### src/rtl/dff_pipeline_pkg.sv
// Shared width helpers for the dff_pipeline register chain.
package dff_pipeline_pkg;

    // Width of the tap select port; a single-stage pipeline still gets a 1-bit port.
    function automatic int unsigned tap_width(input int unsigned depth);
        return (depth > 1) ? $clog2(depth) : 1;
    endfunction

    // Width of the fill counter, wide enough to hold the value depth itself.
    function automatic int unsigned cnt_width(input int unsigned depth);
        return $clog2(depth + 1);
    endfunction

endpackage

### src/rtl/dff_en_stage.sv
// One pipeline stage: WIDTH data bits plus a valid bit, with async reset,
// synchronous clear (priority over enable) and shift enable.
module dff_en_stage #(
    parameter int unsigned      WIDTH     = 1,
    parameter logic [WIDTH-1:0] RESET_VAL = '0
) (
    input  logic             clock,
    input  logic             reset,
    input  logic             en,
    input  logic             clr,
    input  logic [WIDTH-1:0] d,
    input  logic             d_valid,
    output logic [WIDTH-1:0] q,
    output logic             q_valid
);

    logic [WIDTH-1:0] data_q;
    logic             valid_q;

    // Stage register: clear beats enable; data shifts regardless of valid.
    always_ff @(posedge clock or posedge reset) begin
        if (reset) begin
            data_q  <= RESET_VAL;
            valid_q <= 1'b0;
        end else if (clr) begin
            data_q  <= RESET_VAL;
            valid_q <= 1'b0;
        end else if (en) begin
            data_q  <= d;
            valid_q <= d_valid;
        end
    end

    assign q       = data_q;
    assign q_valid = valid_q;

endmodule

### src/rtl/dff_pipeline.sv
// DEPTH-stage enabled register pipeline with flush, per-stage valid, runtime
// tap, fill count and optional edge detect on the output.
// Optional feature macro: DFF_PIPELINE_EDGE_EN (adds the q_prev register and
// drives rise/fall; otherwise rise/fall are tied low).
module dff_pipeline
    import dff_pipeline_pkg::*;
#(
    parameter int unsigned      WIDTH     = 1,
    parameter int unsigned      DEPTH     = 2,
    parameter logic [WIDTH-1:0] RESET_VAL = '0
) (
    input  logic                         clock,
    input  logic                         reset,
    input  logic                         en,
    input  logic                         clr,
    input  logic [WIDTH-1:0]             d,
    input  logic                         d_valid,
    input  logic [tap_width(DEPTH)-1:0]  tap_sel,
    output logic [WIDTH-1:0]             q,
    output logic                         q_valid,
    output logic [WIDTH-1:0]             q_tap,
    output logic [cnt_width(DEPTH)-1:0]  fill_cnt,
    output logic                         full,
    output logic [WIDTH-1:0]             rise,
    output logic [WIDTH-1:0]             fall
);

    localparam int unsigned CW = cnt_width(DEPTH);

    logic [WIDTH-1:0] stage_data [DEPTH];
    logic [DEPTH-1:0] stage_valid;

    for (genvar i = 0; i < DEPTH; i++) begin : g_stage
        if (i == 0) begin : g_first
            dff_en_stage #(
                .WIDTH     (WIDTH),
                .RESET_VAL (RESET_VAL)
            ) u_stage (
                .clock   (clock),
                .reset   (reset),
                .en      (en),
                .clr     (clr),
                .d       (d),
                .d_valid (d_valid),
                .q       (stage_data[0]),
                .q_valid (stage_valid[0])
            );
        end else begin : g_rest
            dff_en_stage #(
                .WIDTH     (WIDTH),
                .RESET_VAL (RESET_VAL)
            ) u_stage (
                .clock   (clock),
                .reset   (reset),
                .en      (en),
                .clr     (clr),
                .d       (stage_data[i-1]),
                .d_valid (stage_valid[i-1]),
                .q       (stage_data[i]),
                .q_valid (stage_valid[i])
            );
        end
    end

    assign q       = stage_data[DEPTH-1];
    assign q_valid = stage_valid[DEPTH-1];

    // Fill count tracks valid samples entering minus leaving; it cannot exceed DEPTH
    // because a full pipeline always has q_valid set.
    logic [CW-1:0] fill_q, fill_d;

    // Next fill count for an enabled shift.
    always_comb begin
        fill_d = fill_q + CW'(d_valid) - CW'(q_valid);
    end

    // Fill counter register, cleared together with the stages.
    always_ff @(posedge clock or posedge reset) begin
        if (reset) begin
            fill_q <= '0;
        end else if (clr) begin
            fill_q <= '0;
        end else if (en) begin
            fill_q <= fill_d;
        end
    end

    assign fill_cnt = fill_q;
    assign full     = (fill_q == CW'(DEPTH));

    if (DEPTH == 1) begin : g_tap_single
        logic unused_tap_sel;
        assign unused_tap_sel = ^tap_sel;
        assign q_tap          = stage_data[0];
    end else begin : g_tap_mux
        // Tap mux; out-of-range selects fall back to the last stage.
        always_comb begin
            q_tap = stage_data[DEPTH-1];
            if (32'(tap_sel) < DEPTH) begin
                q_tap = stage_data[tap_sel];
            end
        end
    end

`ifdef DFF_PIPELINE_EDGE_EN
    logic [WIDTH-1:0] q_prev;

    // Previous output sample, advanced only on enabled shifts.
    always_ff @(posedge clock or posedge reset) begin
        if (reset) begin
            q_prev <= RESET_VAL;
        end else if (clr) begin
            q_prev <= RESET_VAL;
        end else if (en) begin
            q_prev <= q;
        end
    end

    assign rise = q & ~q_prev & {WIDTH{q_valid}};
    assign fall = ~q & q_prev & {WIDTH{q_valid}};
`else
    assign rise = '0;
    assign fall = '0;
`endif

endmodule
### config.mk
export PLATFORM = sky130hd
export DESIGN_NAME = dff_pipeline
export DESIGN_NICKNAME = d
export VERILOG_FILES = /design/src/rtl/dff_pipeline_pkg.sv /design/src/rtl/dff_en_stage.sv /design/src/rtl/dff_pipeline.sv
export SDC_FILE = /design/constraint.sdc
export NUM_CORES = 1
export LEC_CHECK = 0
export CAP_MARGIN = 30
export CELL_PAD_IN_SITES_DETAIL_PLACEMENT = 0
export CELL_PAD_IN_SITES_GLOBAL_PLACEMENT = 1
export CORE_AREA = 2 2 39 41
export DETAILED_ROUTE_END_ITERATION = 10
export DIE_AREA = 0 0 41 43
export DONT_BUFFER_PORTS = 1
export GPL_TIMING_DRIVEN = 0
export PLACE_DENSITY_LB_ADDON = 0.12
export SETUP_SLACK_MARGIN = 0.05
export SYNTH_ARGS = -nofsm -noshare
export SYNTH_HDL_FRONTEND = slang
export SYNTH_HIERARCHICAL = 1
export SYNTH_SLANG_ARGS = --single-unit
export TNS_END_PERCENT = 100
### constraint.sdc
create_clock -name clock -period 1.81 [get_ports clock]
set_input_delay 0.362 -clock clock [delete_from_list [all_inputs] [get_ports clock]]
set_output_delay 0.362 -clock clock [all_outputs]
set_load 0.005 [all_outputs]
# == Yosys cells after proc, flatten, opt, wreduce, memory -nomap -nowiden ==
# Index checks and enable logic that the tools add are counted.
# totals
reg_bits,6
inputBits,7
out_inout_bits,8
word_cells,24
# op_classes
add_sub_neg,2
n_lt_le_gt_ge,1
eq_ne,1
muxes,13
bitwise,1
n_reduce_logical,1
# ops
cell,count
1-bit 2-to-1 mux,11
2-bit 2-to-1 mux,2
2-bit by 1-bit adder with 2-bit output,1
2-bit equality test (second input constant),1
2-bit greater-or-equal comparator (second input constant),1
1-bit NOT with 2-bit output,1
2-bit nonzero test,1
2-bit by 1-bit subtractor with 2-bit output,1

# == Longest topological paths before layout ==
# Gate-level depths: netlist of run 1.
# depth
ltp_word,4
depth_mapped,7
ltp_nobuf,7

# == Cells and area by module ==
# Netlist of run 1, hierarchy kept.
# by_module_without_submodules
mod,instances,cells_per_inst,area_each_um2,seq_area_each_um2
dff_pipeline,1,19,168.9,50.0
dff_en_stage,2,7,81.3,50.0

# == Least setup slack after synthesis of run 1 ==
# Ideal clock, no wire load.
# synth_timing
kind,register -> register
from,"reg fill_q[0], in the netlist fill_cnt[0]"
to,"reg fill_q[1], in the netlist fill_cnt[1]"
setup_time_ns,0.120
arrival_ns,1.304
required_time_ns,1.690
path_slack_ns,0.387
path_stages_with_launch,8
n_path_buf,0
synth_period_minus_slack_ns,1.423
path_cell_list,dfrtp_1 > inv_1 > ha_1 > inv_1 > ha_1 > xor2_1 > a21oi_1 > a31o_1
# synth_between
elab_chain_cells,4
# synth_rtl
element,line,text
from (decl),dff_pipeline.sv:70,"logic [CW-1:0] fill_q, fill_d;"
from (signal assigned),dff_pipeline.sv:84,fill_q <= fill_d;
2-bit by 1-bit adder with 2-bit output,dff_pipeline.sv:74,fill_d = fill_q + CW'(d_valid) - CW'(q_valid);
2-bit by 1-bit subtractor with 2-bit output,dff_pipeline.sv:74,
2-bit 2-to-1 mux,dff_pipeline.sv:83,end else if (en) begin
2-bit 2-to-1 mux,dff_pipeline.sv:81,end else if (clr) begin
# No other way between the ends. The select of a mux whose other input is x is not followed.
# A chain may end at the register's enable or synchronous reset.

# == Final worst setup path of run 1 ==
# Same ends and word-level chain as after synthesis.

==> impl_metrics.xml, run 1 <==
<?xml version="1.0" encoding="UTF-8"?>
<metrics>
  <group name="run_status">
    <metric name="status" unit="">finished, final reports clean</metric>
  </group>
  <group name="detailed_routing">
    <metric name="drc_errors" unit="">0</metric>
    <metric name="drtIter0Drc" unit="">3</metric>
    <metric name="postRouteWirelength" unit="um">615</metric>
    <metric name="num_vias" unit="">232</metric>
    <metric name="vias_per_cell" unit="">4.30</metric>
    <metric name="final_antenna_net_count" unit="">0</metric>
    <metric name="first_pass_detailed_route_iteration_total" unit="">2</metric>
    <metric name="wl_per_cell" unit="um">11.4</metric>
  </group>
  <group name="cells_and_area">
    <metric name="layout.cell_area.non_filler" unit="um2">388</metric>
    <metric name="flow.area_growth_from_synthesis" unit="%">17.0</metric>
    <metric name="ant_cells" unit="">0</metric>
    <metric name="finish.net_count" unit="">49</metric>
    <metric name="layout.cells.non_filler" unit="">54</metric>
    <metric name="drive_above_1_share" unit="%">15.8</metric>
  </group>
  <group name="logic_synthesis">
    <metric name="synth.largest_area_cell" unit="">sky130_fd_sc_hd__dfrtp_1</metric>
    <metric name="unique_masters_post_synth" unit="">13</metric>
    <metric name="synth_warn" unit="">6</metric>
    <metric name="synthesis.area_per_instance" unit="um2">10.0</metric>
    <metric name="dominantRegCellSynth" unit="">sky130_fd_sc_hd__dfrtp_1</metric>
    <metric name="synthTopCellsByArea" unit="">sky130_fd_sc_hd__dfrtp_1 (45%), sky130_fd_sc_hd__mux2i_1 (15%), sky130_fd_sc_hd__ha_1 (7.5%)</metric>
    <metric name="synth_top_area_share" unit="%">45.3</metric>
    <metric name="synth_sequential_area_ratio" unit="%">45.3</metric>
    <metric name="netlist_instances" unit="">33</metric>
    <metric name="async_reset_ff_share" unit="%">100</metric>
    <metric name="mappedNetlistArea" unit="um2">332</metric>
    <metric name="synth_enable_flop_cells" unit="">0</metric>
    <metric name="synth_commonest_cells" unit="">sky130_fd_sc_hd__dfrtp_1 (6), sky130_fd_sc_hd__nor2_1 (6), sky130_fd_sc_hd__inv_1 (5), sky130_fd_sc_hd__mux2i_1 (5)</metric>
    <metric name="synth.ff_latch_count" unit="">6</metric>
  </group>
  <group name="place">
    <metric name="post-place-cells" unit="">50</metric>
    <metric name="final_weighted_congestion_in_routability_driven_placement" unit="">0.605</metric>
    <metric name="pre_cts_slack" unit="ns">0.275</metric>
    <metric name="place_area" unit="um2">355</metric>
    <metric name="port_buffers" unit="">0</metric>
    <metric name="place_hpwl" unit="um">508</metric>
  </group>
  <group name="die">
    <metric name="dieArea" unit="um2">1760</metric>
    <metric name="placement_rows" unit="">14</metric>
    <metric name="die_w" unit="um">41</metric>
    <metric name="die_height" unit="um">43</metric>
    <metric name="io-pin-count" unit="">15</metric>
    <metric name="coreArea" unit="um2">1380</metric>
    <metric name="starting_density_of_the_core" unit="%">24.0</metric>
  </group>
  <group name="setup_path">
    <metric name="worstSetupPathType" unit="">reg -&gt; reg</metric>
    <metric name="critical-path-max-stage-delay" unit="ns">0.39</metric>
    <metric name="crit_path_max_fanout" unit="">4</metric>
    <metric name="cp_data_required_time" unit="ns">1.93</metric>
    <metric name="worstSetupEndpointType" unit="">flip-flop</metric>
    <metric name="worst_path_max_delay_cell" unit="">sky130_fd_sc_hd__dfrtp_1</metric>
    <metric name="critical_path.cell_chain" unit="">inv_1 -&gt; ha_1 -&gt; inv_1 -&gt; ha_1 -&gt; xor2_1 -&gt; a21oi_1 -&gt; a31o_1</metric>
    <metric name="startpoint_type" unit="">flip-flop</metric>
    <metric name="worst_ep_arrival" unit="ns">1.65</metric>
  </group>
  <group name="clocking">
    <metric name="cts_repair_resize_count" unit="">0</metric>
    <metric name="cts_made_buffers" unit="">3</metric>
    <metric name="clockRootBuffer" unit="">sky130_fd_sc_hd__clkbuf_4</metric>
    <metric name="cts_tree" unit="">done</metric>
    <metric name="clk_pin_slew" unit="ns">0.04</metric>
    <metric name="cts.sink_count" unit="">6</metric>
    <metric name="post_cts_hold_buffer_count" unit="">1</metric>
    <metric name="insertion_delay" unit="ns">0.24</metric>
    <metric name="post-cts-setup-buffers" unit="">0</metric>
    <metric name="cts.path.max_buffers" unit="">2</metric>
    <metric name="cts-htree-levels" unit="">1</metric>
  </group>
  <group name="run">
    <metric name="timing.max_cap.violations" unit="">0</metric>
  </group>
  <group name="hold_path">
    <metric name="min-delay-path-class" unit="">in -&gt; reg</metric>
  </group>
  <group name="power">
    <metric name="comb_power_share" unit="%">12.0</metric>
    <metric name="seq_power_share" unit="%">49.1</metric>
    <metric name="cell_internal_pwr" unit="uW">237</metric>
    <metric name="netSwitchingFraction" unit="%">22.4</metric>
    <metric name="switching_power" unit="uW">68.6</metric>
    <metric name="p_leak" unit="uW">0.000222</metric>
    <metric name="pwr_density_cell" unit="nW/um2">788</metric>
    <metric name="worst_ir_drop_vdd" unit="mV">0.279</metric>
    <metric name="share_clk_of_total_power" unit="%">38.9</metric>
  </group>
  <group name="global_routing">
    <metric name="grt.total_usage" unit="%">8.91</metric>
    <metric name="grt_pass1_vias" unit="">248</metric>
    <metric name="met1_usage" unit="%">10.9</metric>
    <metric name="grt_util_met3" unit="%">4.71</metric>
    <metric name="antenna_found_initial" unit="">0</metric>
    <metric name="grt_busiest_layer" unit="">met2</metric>
    <metric name="grt.overflow.total" unit="">0</metric>
    <metric name="met2_usage" unit="%">11.6</metric>
    <metric name="grt_max_degree" unit="">8</metric>
    <metric name="first_pass_grt_wire_length" unit="um">986</metric>
  </group>
  <group name="timing">
    <metric name="timing.final.setup_violations" unit="">0</metric>
    <metric name="fin_hold_ws" unit="ns">0.184</metric>
    <metric name="fin_tns_setup" unit="ns">0</metric>
    <metric name="finalCritPeriodShare" unit="%">84.1</metric>
    <metric name="fmax" unit="GHz">0.657</metric>
    <metric name="final_critical_path_setup_slack" unit="ns">0.287</metric>
    <metric name="drv_slew" unit="">0</metric>
    <metric name="finClkSkew" unit="ns">0.000679</metric>
    <metric name="grt_setup_unrepaired" unit="">no</metric>
    <metric name="finalWorstPathRequiredPeriod" unit="ns">1.52</metric>
    <metric name="timing_hold_violations_final" unit="">0</metric>
  </group>
</metrics>
## through the flow
| stage | total power (uW) | utilization, % |
|---|---|---|
| 2_1_floorplan | 181 | - |
| 3_3_place_gp | 186 | 25.7 |
| 3_5_place_dp | 188 | 25.7 |
| 4_1_cts | 314 | 28.0 |
| 5_1_grt | 331 | 28.0 |
| 6_report | 306 | 28.0 |
## cell families (layout without fill, tap and decap cells)
| logic type | count (synthesis) | count (layout) | synth area share (%) |
|---|---|---|---|
| other | 1 | 2 | 1.13 |
| and+or+nand+nor | 8 | 8 | 10.6 |
| xor gates and xnor gates | 1 | 1 | 2.64 |
| DFF | 6 | 6 | 45.3 |
| AOI/OAI and AO/OA | 2 | 2 | 4.15 |
| muxes | 6 | 6 | 18.5 |
| buffers and inverters | 7 | 11 | 10.2 |
| adders and majority gates | 2 | 2 | 7.55 |
## layout make-up
class | instances | area [um2]
buffer | 2 | 15.0
multi-input combinational | 21 | 151
clock buffer | 3 | 22.5
timing repair buffer | 1 | 10.0
fill | 160 | 996
tap | 16 | 20.0
sequential | 6 | 150
inverter | 5 | 18.8
## flip-flops by register name, summed over array words and instances (netlist names)
register and count:
fill_cnt 2, g_stage.g_first.u_stage/q 1, g_stage.g_first.u_stage/q_valid 1, g_stage.g_rest.u_stage/q 1
g_stage.g_rest.u_stage/q_valid 1
## layer usage
layer,vias to the layer above,wire length [um]
met2,14,243
met4,0,0
met3,0,67
met1,105,303
met5,-,0
li1,113,-
## cells in the final DEF (no fill, tap or decap)
| cell | instances |
|---|---|
| sky130_fd_sc_hd__nor2b_1 | 1 |
| sky130_fd_sc_hd__dlygate4sd3_1 | 1 |
| sky130_fd_sc_hd__xor2_1 | 1 |
| sky130_fd_sc_hd__clkbuf_4 | 3 |
| sky130_fd_sc_hd__inv_1 | 5 |
| sky130_fd_sc_hd__buf_4 | 2 |
| sky130_fd_sc_hd__mux2_2 | 1 |
| sky130_fd_sc_hd__conb_1 | 2 |
| sky130_fd_sc_hd__a21oi_1 | 1 |
| sky130_fd_sc_hd__mux2i_1 | 5 |
| sky130_fd_sc_hd__a31o_1 | 1 |
| sky130_fd_sc_hd__dfrtp_1 | 6 |
| sky130_fd_sc_hd__nor2_1 | 6 |
| sky130_fd_sc_hd__nand2b_1 | 1 |
| sky130_fd_sc_hd__ha_1 | 2 |
## worst max-delay path: cells and delay by family (launching register included)
kind	cells	cell delay [ns]
xor gates and xnor gates	1	0.21
adders and majority gates	2	0.43
DFF	1	0.39
AOI/OAI and AO/OA	2	0.27
buffers and inverters	2	0.10
## power by group through the flow
| stage | registers [uW] | clock network (uW) | logic (uW) |
|---|---|---|---|
| finish | 150 | 119 | 36.5 |
| global route | 151 | 136 | 44.1 |
| CTS | 151 | 126 | 37.5 |
| detailed placement | 153 | 0 | 35.1 |
| global placement | 152 | 0 | 34.5 |
| floorplan | 150 | 0 | 30.7 |
## final timing paths
kind / start / endpoint / slack [ns] / cells past startpoint
worst max-delay path: fill_cnt[0]$_DFFE_PP0P_ / fill_cnt[1]$_DFFE_PP0P_ / 0.29 / 7
worst min-delay path: clr / g_stage[1].g_rest.u_stage/q$_DFFE_PP0P_ / 0.18 / 1
worst max register to register: fill_cnt[0]$_DFFE_PP0P_ / fill_cnt[1]$_DFFE_PP0P_ / 0.29 / 7
worst min register to register: g_stage[0].g_first.u_stage/q_valid$_DFFE_PP0P_ / g_stage[0].g_first.u_stage/q_valid$_DFFE_PP0P_ / 0.52 / 2
max in group asynchronous: reset / fill_cnt[0]$_DFFE_PP0P_ / 1.23 / 2
min in group asynchronous: reset / g_stage[0].g_first.u_stage/q_valid$_DFFE_PP0P_ / 0.46 / 2
Power figures use the tool's default switching activity.
==> run 2: changes to the inputs <==
Settings changed: ABC_AREA from default to 1.
Clock period 1.81 ns to 1.5 ns, I/O delays scaled along.
==> run 2 against run 1 <==
Synthesized area grew 11%; synthesized cell count grew 48%; fmax grew 22%; critical path type unchanged; clock-buffer cell count is the same; clock skew grew 0.0013 ns; largest cell class unchanged; first-iteration DRC count shrank 33%.
==> impl_metrics.xml, run 2 <==
<?xml version="1.0" encoding="UTF-8"?>
<metrics>
  <group name="place">
    <metric name="final_weighted_congestion_in_routability_driven_placement" unit="">0.634</metric>
    <metric name="place_hpwl" unit="um">577</metric>
    <metric name="port_buffers" unit="">0</metric>
    <metric name="place_area" unit="um2">390</metric>
  </group>
  <group name="logic_synthesis">
    <metric name="async_reset_ff_share" unit="%">100</metric>
    <metric name="unique_masters_post_synth" unit="">14</metric>
    <metric name="synth_enable_flop_cells" unit="">0</metric>
    <metric name="synth.ff_latch_count" unit="">6</metric>
    <metric name="dominantRegCellSynth" unit="">sky130_fd_sc_hd__dfrtp_1</metric>
    <metric name="netlist_instances" unit="">49</metric>
    <metric name="synth_sequential_area_ratio" unit="%">41.0</metric>
    <metric name="synth_most_common_cell" unit="">sky130_fd_sc_hd__nand2_1</metric>
    <metric name="synthTopCellsByArea" unit="">sky130_fd_sc_hd__dfrtp_1 (41%), sky130_fd_sc_hd__nand2_1 (13%), sky130_fd_sc_hd__inv_1 (10%)</metric>
    <metric name="synth_warn" unit="">6</metric>
    <metric name="synth_top_area_share" unit="%">41.0</metric>
    <metric name="mappedNetlistArea" unit="um2">367</metric>
    <metric name="synth.largest_area_cell" unit="">sky130_fd_sc_hd__dfrtp_1</metric>
    <metric name="synthesis.area_per_instance" unit="um2">7.48</metric>
    <metric name="synth_commonest_cells" unit="">sky130_fd_sc_hd__nand2_1 (13), sky130_fd_sc_hd__inv_1 (10), sky130_fd_sc_hd__dfrtp_1 (6), sky130_fd_sc_hd__nand3_1 (6)</metric>
  </group>
  <group name="detailed_routing">
    <metric name="drtIter0Drc" unit="">2</metric>
    <metric name="final_antenna_net_count" unit="">0</metric>
    <metric name="vias_per_cell" unit="">4.26</metric>
    <metric name="wl_per_cell" unit="um">9.70</metric>
    <metric name="num_vias" unit="">298</metric>
    <metric name="postRouteWirelength" unit="um">679</metric>
    <metric name="first_pass_detailed_route_iteration_total" unit="">2</metric>
    <metric name="drc_errors" unit="">0</metric>
  </group>
  <group name="timing">
    <metric name="finalCritPeriodShare" unit="%">82.9</metric>
    <metric name="grt_setup_unrepaired" unit="">no</metric>
    <metric name="timing_hold_violations_final" unit="">0</metric>
    <metric name="timing.final.setup_violations" unit="">0</metric>
    <metric name="fin_tns_setup" unit="ns">0</metric>
    <metric name="finClkSkew" unit="ns">0.00195</metric>
    <metric name="fmax" unit="GHz">0.804</metric>
    <metric name="drv_slew" unit="">0</metric>
    <metric name="finalWorstPathRequiredPeriod" unit="ns">1.24</metric>
  </group>
  <group name="cells_and_area">
    <metric name="flow.area_growth_from_synthesis" unit="%">15.4</metric>
    <metric name="layout_common_cells" unit="">sky130_fd_sc_hd__nand2_1 (13), sky130_fd_sc_hd__inv_1 (10), sky130_fd_sc_hd__nand3_1 (6), sky130_fd_sc_hd__dfrtp_1 (6), sky130_fd_sc_hd__clkbuf_4 (3)</metric>
    <metric name="finish.net_count" unit="">65</metric>
    <metric name="drive_above_1_share" unit="%">18.5</metric>
    <metric name="layout.cell_area.non_filler" unit="um2">423</metric>
    <metric name="largest_reg_flops" unit="">2</metric>
    <metric name="ant_cells" unit="">0</metric>
    <metric name="layout_commonest_cell" unit="">sky130_fd_sc_hd__nand2_1</metric>
  </group>
  <group name="die">
    <metric name="coreArea" unit="um2">1380</metric>
    <metric name="placement_rows" unit="">14</metric>
    <metric name="die_w" unit="um">41</metric>
    <metric name="dieArea" unit="um2">1760</metric>
    <metric name="die_height" unit="um">43</metric>
    <metric name="starting_density_of_the_core" unit="%">26.5</metric>
    <metric name="io-pin-count" unit="">15</metric>
  </group>
  <group name="run_status">
    <metric name="status" unit="">finished, final reports clean</metric>
  </group>
  <group name="setup_path">
    <metric name="critical_path.cell_chain" unit="">inv_1 -&gt; ha_1 -&gt; inv_1 -&gt; ha_1 -&gt; inv_1 -&gt; nand2_1 -&gt; nand3_1 -&gt; nand2_1</metric>
    <metric name="cp_data_required_time" unit="ns">1.63</metric>
    <metric name="worst_path_max_delay_cell" unit="">sky130_fd_sc_hd__dfrtp_1</metric>
    <metric name="startpoint_type" unit="">flip-flop</metric>
    <metric name="worstSetupEndpointType" unit="">flip-flop</metric>
    <metric name="critical-path-max-stage-delay" unit="ns">0.38</metric>
    <metric name="worst_ep_arrival" unit="ns">1.38</metric>
    <metric name="worstSetupPathType" unit="">reg -&gt; reg</metric>
    <metric name="crit_path_max_fanout" unit="">3</metric>
    <metric name="crit_path_frequent_cell" unit="">sky130_fd_sc_hd__inv_1</metric>
  </group>
  <group name="clocking">
    <metric name="clockRootBuffer" unit="">sky130_fd_sc_hd__clkbuf_4</metric>
    <metric name="cts_tree" unit="">done</metric>
    <metric name="post-cts-setup-buffers" unit="">0</metric>
    <metric name="post_cts_hold_buffer_count" unit="">1</metric>
    <metric name="cts-htree-levels" unit="">1</metric>
    <metric name="cts_repair_resize_count" unit="">0</metric>
    <metric name="cts.path.max_buffers" unit="">2</metric>
    <metric name="clk_pin_slew" unit="ns">0.05</metric>
    <metric name="insertion_delay" unit="ns">0.24</metric>
    <metric name="cts.sink_count" unit="">6</metric>
    <metric name="cts_made_buffers" unit="">3</metric>
  </group>
  <group name="global_routing">
    <metric name="first_pass_grt_wire_length" unit="um">1260</metric>
    <metric name="grt.total_usage" unit="%">11.1</metric>
    <metric name="antenna_found_initial" unit="">0</metric>
    <metric name="grt.overflow.total" unit="">0</metric>
    <metric name="grt_max_degree" unit="">9</metric>
    <metric name="grt_pass1_vias" unit="">321</metric>
  </group>
  <group name="power">
    <metric name="pwr_density_cell" unit="nW/um2">890</metric>
    <metric name="worst_ir_drop_vdd" unit="mV">0.247</metric>
    <metric name="totalPowerFinal" unit="uW">376</metric>
    <metric name="p_leak" unit="uW">0.000251</metric>
  </group>
  <group name="run">
    <metric name="timing.max_cap.violations" unit="">0</metric>
  </group>
  <group name="hold_path">
    <metric name="min-delay-path-class" unit="">in -&gt; reg</metric>
  </group>
</metrics>
## run 2: path summary, 6_finish.rpt
| kind | from | end | slack, ns | cells after the start |
|---|---|---|---|---|
| worst max-delay path | fill_cnt[0]$_DFFE_PP0P_ | fill_cnt[1]$_DFFE_PP0P_ | 0.26 | 8 |
| worst min-delay path | en | fill_cnt[0]$_DFFE_PP0P_ | 0.15 | 1 |
| worst max register to register | fill_cnt[0]$_DFFE_PP0P_ | fill_cnt[1]$_DFFE_PP0P_ | 0.26 | 8 |
| worst min register to register | g_stage[0].g_first.u_stage/q_valid$_DFFE_PP0P_ | g_stage[0].g_first.u_stage/q_valid$_DFFE_PP0P_ | 0.49 | 2 |
| max in group asynchronous | reset | g_stage[1].g_rest.u_stage/q_valid$_DFFE_PP0P_ | 0.98 | 2 |
| min in group asynchronous | reset | fill_cnt[1]$_DFFE_PP0P_ | 0.40 | 2 |
## run 2: per-layer routing
layer	GRT usage [%]	wire, um
met1	11.1	255
met2	16.6	356
met3	5.76	67
met4	8.00	0
met5	0	0
## run 2: critical path, delay by kind of cell (launching register included)
| family | cells | cell delay (ns) |
|---|---|---|
| AND/OR/NAND/NOR | 3 | 0.16 |
| flip-flops | 1 | 0.38 |
| adder cells (fa/ha/maj) | 2 | 0.45 |
| buffers and inverters | 3 | 0.16 |
## run 2: cell type report
cell class | instances | area [um2]
buffer | 2 | 15.0
clock buffer | 3 | 22.5
fill | 157 | 961
inverter | 11 | 41.3
multi-input combinational | 31 | 164
sequential | 6 | 150
tap | 16 | 20.0
timing repair buffer | 1 | 10.0
## run 2: through the flow
stage / cells / setup slack [ns] / util, % / hold WS [ns]
CTS: 70 / 0.235 / 30.6 / 0.139
floorplan: 50 / 0.310 / - / 0.0412
finish: 70 / 0.257 / 30.6 / 0.146
detailed placement: 66 / 0.242 / 28.2 / 0.0492
global route: 70 / 0.135 / 30.6 / 0.134
global placement: 66 / 0.233 / 28.2 / 0.0436
## run 2: kinds of logic after synthesis
family | count (synthesis) | synth area share (%)
other cells | 1 | 1.02
mux | 1 | 3.07
flops | 6 | 41.0
buf+inv | 13 | 15.4
fa+ha+maj | 2 | 6.82
compound gates | 1 | 2.05
simple gates | 25 | 30.7
## run 2: power breakdown
part / switching, uW / internal [uW] / leakage (uW) / total [uW]
sequential: 8.88 / 171 / 0.0000811 / 180
clock: 59.3 / 90.6 / 0.0000138 / 150
combinational: 24.6 / 21.4 / 0.000156 / 46.0
==> run 3: changes to the inputs <==
Settings changed: ABC_AREA 1 to 0.
Clock period 1.5 ns to 1 ns, I/O delays scaled along.
==> run 3 against run 2 <==
Die area unchanged; critical path type unchanged; largest cell class unchanged; non-clock buffer count unchanged; largest power group unchanged; clock-buffer cell count did not move; the flow now finishes with violations (setup timing).
==> impl_metrics.xml, run 3 (synthesis results as in run 1) <==
<?xml version="1.0" encoding="UTF-8"?>
<metrics>
  <group name="timing">
    <metric name="fmax" unit="GHz">0.694</metric>
    <metric name="finalCritPeriodShare" unit="%">144</metric>
    <metric name="timing.final.setup_violations" unit="">4</metric>
    <metric name="finalWorstPathRequiredPeriod" unit="ns">1.44</metric>
    <metric name="finClkSkew" unit="ns">0.00175</metric>
    <metric name="final_critical_path_setup_slack" unit="ns">-0.442</metric>
    <metric name="grt_setup_unrepaired" unit="">yes</metric>
    <metric name="drv_slew" unit="">0</metric>
    <metric name="timing_hold_violations_final" unit="">0</metric>
  </group>
  <group name="clocking">
    <metric name="clk_pin_slew" unit="ns">0.04</metric>
    <metric name="cts_tree" unit="">done</metric>
    <metric name="cts_made_buffers" unit="">3</metric>
    <metric name="insertion_delay" unit="ns">0.24</metric>
    <metric name="cts-htree-levels" unit="">1</metric>
    <metric name="clockRootBuffer" unit="">sky130_fd_sc_hd__clkbuf_4</metric>
    <metric name="cts.path.max_buffers" unit="">2</metric>
    <metric name="cts.sink_count" unit="">6</metric>
  </group>
  <group name="power">
    <metric name="pwr_density_cell" unit="nW/um2">1330</metric>
    <metric name="p_leak" unit="uW">0.000224</metric>
    <metric name="cell_internal_pwr" unit="uW">446</metric>
    <metric name="share_clk_of_total_power" unit="%">36.6</metric>
    <metric name="totalPowerFinal" unit="uW">582</metric>
    <metric name="netSwitchingFraction" unit="%">23.4</metric>
    <metric name="comb_power_share" unit="%">16.4</metric>
    <metric name="switching_power" unit="uW">136</metric>
    <metric name="worst_ir_drop_vdd" unit="mV">0.535</metric>
    <metric name="seq_power_share" unit="%">47.0</metric>
  </group>
  <group name="detailed_routing">
    <metric name="postRouteWirelength" unit="um">635</metric>
    <metric name="final_antenna_net_count" unit="">0</metric>
    <metric name="first_pass_detailed_route_iteration_total" unit="">4</metric>
    <metric name="drtIter0Drc" unit="">5</metric>
    <metric name="drc_errors" unit="">0</metric>
    <metric name="vias_per_cell" unit="">4.28</metric>
    <metric name="wl_per_cell" unit="um">11.8</metric>
    <metric name="num_vias" unit="">231</metric>
  </group>
  <group name="cells_and_area">
    <metric name="multi_input_comb_area" unit="um2">203</metric>
    <metric name="layout_common_cells" unit="">sky130_fd_sc_hd__nor2_1 (6), sky130_fd_sc_hd__dfrtp_1 (6), sky130_fd_sc_hd__mux2i_1 (5)</metric>
    <metric name="finish.net_count" unit="">49</metric>
    <metric name="drive_above_1_share" unit="%">31.6</metric>
    <metric name="layout.cells.non_filler" unit="">54</metric>
    <metric name="largest_reg_flops" unit="">2</metric>
    <metric name="ant_cells" unit="">0</metric>
    <metric name="seq_area" unit="um2">150</metric>
    <metric name="flow.area_growth_from_synthesis" unit="%">32.5</metric>
    <metric name="final_layout_fill_cell_count" unit="">148</metric>
  </group>
  <group name="global_routing">
    <metric name="first_pass_grt_wire_length" unit="um">986</metric>
    <metric name="grt.overflow.total" unit="">0</metric>
    <metric name="grt_max_degree" unit="">8</metric>
    <metric name="grt_pass1_vias" unit="">258</metric>
    <metric name="antenna_found_initial" unit="">0</metric>
    <metric name="grt.total_usage" unit="%">9.01</metric>
  </group>
  <group name="setup_path">
    <metric name="worstSetupEndpointType" unit="">flip-flop</metric>
    <metric name="worst_path_max_delay_cell" unit="">sky130_fd_sc_hd__dfrtp_1</metric>
    <metric name="crit_path_max_fanout" unit="">4</metric>
    <metric name="cp_data_required_time" unit="ns">1.12</metric>
    <metric name="critical-path-max-stage-delay" unit="ns">0.41</metric>
    <metric name="worst-path-buf-inv" unit="">2</metric>
    <metric name="startpoint_type" unit="">flip-flop</metric>
    <metric name="worstSetupPathType" unit="">reg -&gt; reg</metric>
    <metric name="critical_path.cell_chain" unit="">inv_2 -&gt; ha_4 -&gt; inv_2 -&gt; ha_4 -&gt; xor2_4 -&gt; a21oi_2 -&gt; a31o_1</metric>
    <metric name="rr_worst_depth" unit="">7</metric>
    <metric name="worst_ep_arrival" unit="ns">1.57</metric>
    <metric name="worst-path-stages" unit="">7</metric>
    <metric name="worst_path_dominant_cell_family" unit="">flip-flops</metric>
  </group>
  <group name="die">
    <metric name="die_w" unit="um">41</metric>
    <metric name="die_height" unit="um">43</metric>
    <metric name="starting_density_of_the_core" unit="%">24.0</metric>
    <metric name="dieArea" unit="um2">1760</metric>
    <metric name="coreArea" unit="um2">1380</metric>
    <metric name="placement_rows" unit="">14</metric>
    <metric name="io-pin-count" unit="">15</metric>
  </group>
  <group name="place">
    <metric name="final_weighted_congestion_in_routability_driven_placement" unit="">0.643</metric>
    <metric name="port_buffers" unit="">0</metric>
    <metric name="post-place-cells" unit="">50</metric>
  </group>
  <group name="run">
    <metric name="timing.max_cap.violations" unit="">0</metric>
  </group>
  <group name="hold_path">
    <metric name="worst_hold_path.num_cells" unit="">1</metric>
    <metric name="min-delay-path-class" unit="">in -&gt; reg</metric>
  </group>
  <group name="run_status">
    <metric name="status" unit="">finished with violations</metric>
    <metric name="violations_in_the_final_reports" unit="">setup timing</metric>
  </group>
</metrics>
## run 3: changes by cell type in the layout (fill, tap and decap cells not counted), moves of 2 or more
cell	previous run	this run
sky130_fd_sc_hd__nand2_1	13	0
sky130_fd_sc_hd__ha_1	2	0
sky130_fd_sc_hd__inv_1	10	3
sky130_fd_sc_hd__nand3_1	6	0
sky130_fd_sc_hd__nor2_2	2	0
sky130_fd_sc_hd__ha_4	0	2
sky130_fd_sc_hd__mux2i_1	0	5
sky130_fd_sc_hd__nor2_1	2	6
## run 3: metrics by stage
step / hold WS, ns / setup slack, ns / util, % / TNS (ns) / area [um2]
after floorplan: -0.0588 / -0.403 / - / -0.646 / 335
final: 0.0215 / -0.442 / 31.7 / -0.873 / 439
after CTS: 0.0105 / -0.507 / 29.7 / -1.01 / 412
after detailed placement: -0.0545 / -0.528 / 25.7 / -0.889 / 355
after global placement: -0.0523 / -0.509 / 25.7 / -0.838 / 355
after global routing: 0.00882 / -0.520 / 31.7 / -1.09 / 439
## run 3: cell type report
type	instances	area share (%)
clock buffer	3	5.13
tap	16	4.56
sequential	6	34.2
multi-input combinational	21	46.2
inverter	5	4.27
buffer	2	3.42
timing repair buffer	1	2.28
## run 3: worst paths after layout
| kind | slack (ns) | from | end |
|---|---|---|---|
| max in group asynchronous | 0.58 | reset | g_stage[0].g_first.u_stage/q$_DFFE_PP0P_ |
| worst max-delay path | -0.44 | fill_cnt[0]$_DFFE_PP0P_ | fill_cnt[1]$_DFFE_PP0P_ |
| worst min register to register | 0.52 | g_stage[0].g_first.u_stage/q_valid$_DFFE_PP0P_ | g_stage[0].g_first.u_stage/q_valid$_DFFE_PP0P_ |
| min in group asynchronous | 0.30 | reset | fill_cnt[1]$_DFFE_PP0P_ |
| worst min-delay path | 0.02 | clr | g_stage[0].g_first.u_stage/q_valid$_DFFE_PP0P_ |
| worst max register to register | -0.44 | fill_cnt[0]$_DFFE_PP0P_ | fill_cnt[1]$_DFFE_PP0P_ |
## run 3: repair_timing
item / 4_1_cts / 5_1_grt
setup buffers: 0 / 0
pin swaps: 3 / 4
endpoints found under the setup margin: 4 / 4
endpoints found under the hold margin: 6 / 0
gates resized for setup: 5 / 4
hold buffers: 1 / 0
## run 3: routing by layer
metal | vias up | GRT usage [%] | routed length (um)
met4 | 0 | 6.00 | 0
li1 | 111 | - | -
met2 | 16 | 10.6 | 277
met5 | - | 0 | 0
met3 | 0 | 5.76 | 85
met1 | 104 | 11.6 | 271
## run 3: worst register-to-register path: cells and delay by family, from the launching register on
family,cells,cell delay [ns]
DFF,1,0.41
adders and majority gates,2,0.38
xor gates and xnor gates,1,0.16
buffers and inverters,2,0.13
AOI/OAI and AO/OA,2,0.24
## run 3: power by group through the flow
| stage | registers, uW | clock network, uW | logic, uW |
|---|---|---|---|
| CTS | 273 | 226 | 82.8 |
| finish | 274 | 213 | 95.7 |
| global placement | 275 | 0 | 62.4 |
| floorplan | 272 | 0 | 55.4 |
| global route | 275 | 244 | 110 |
| detailed placement | 276 | 0 | 64.2 |
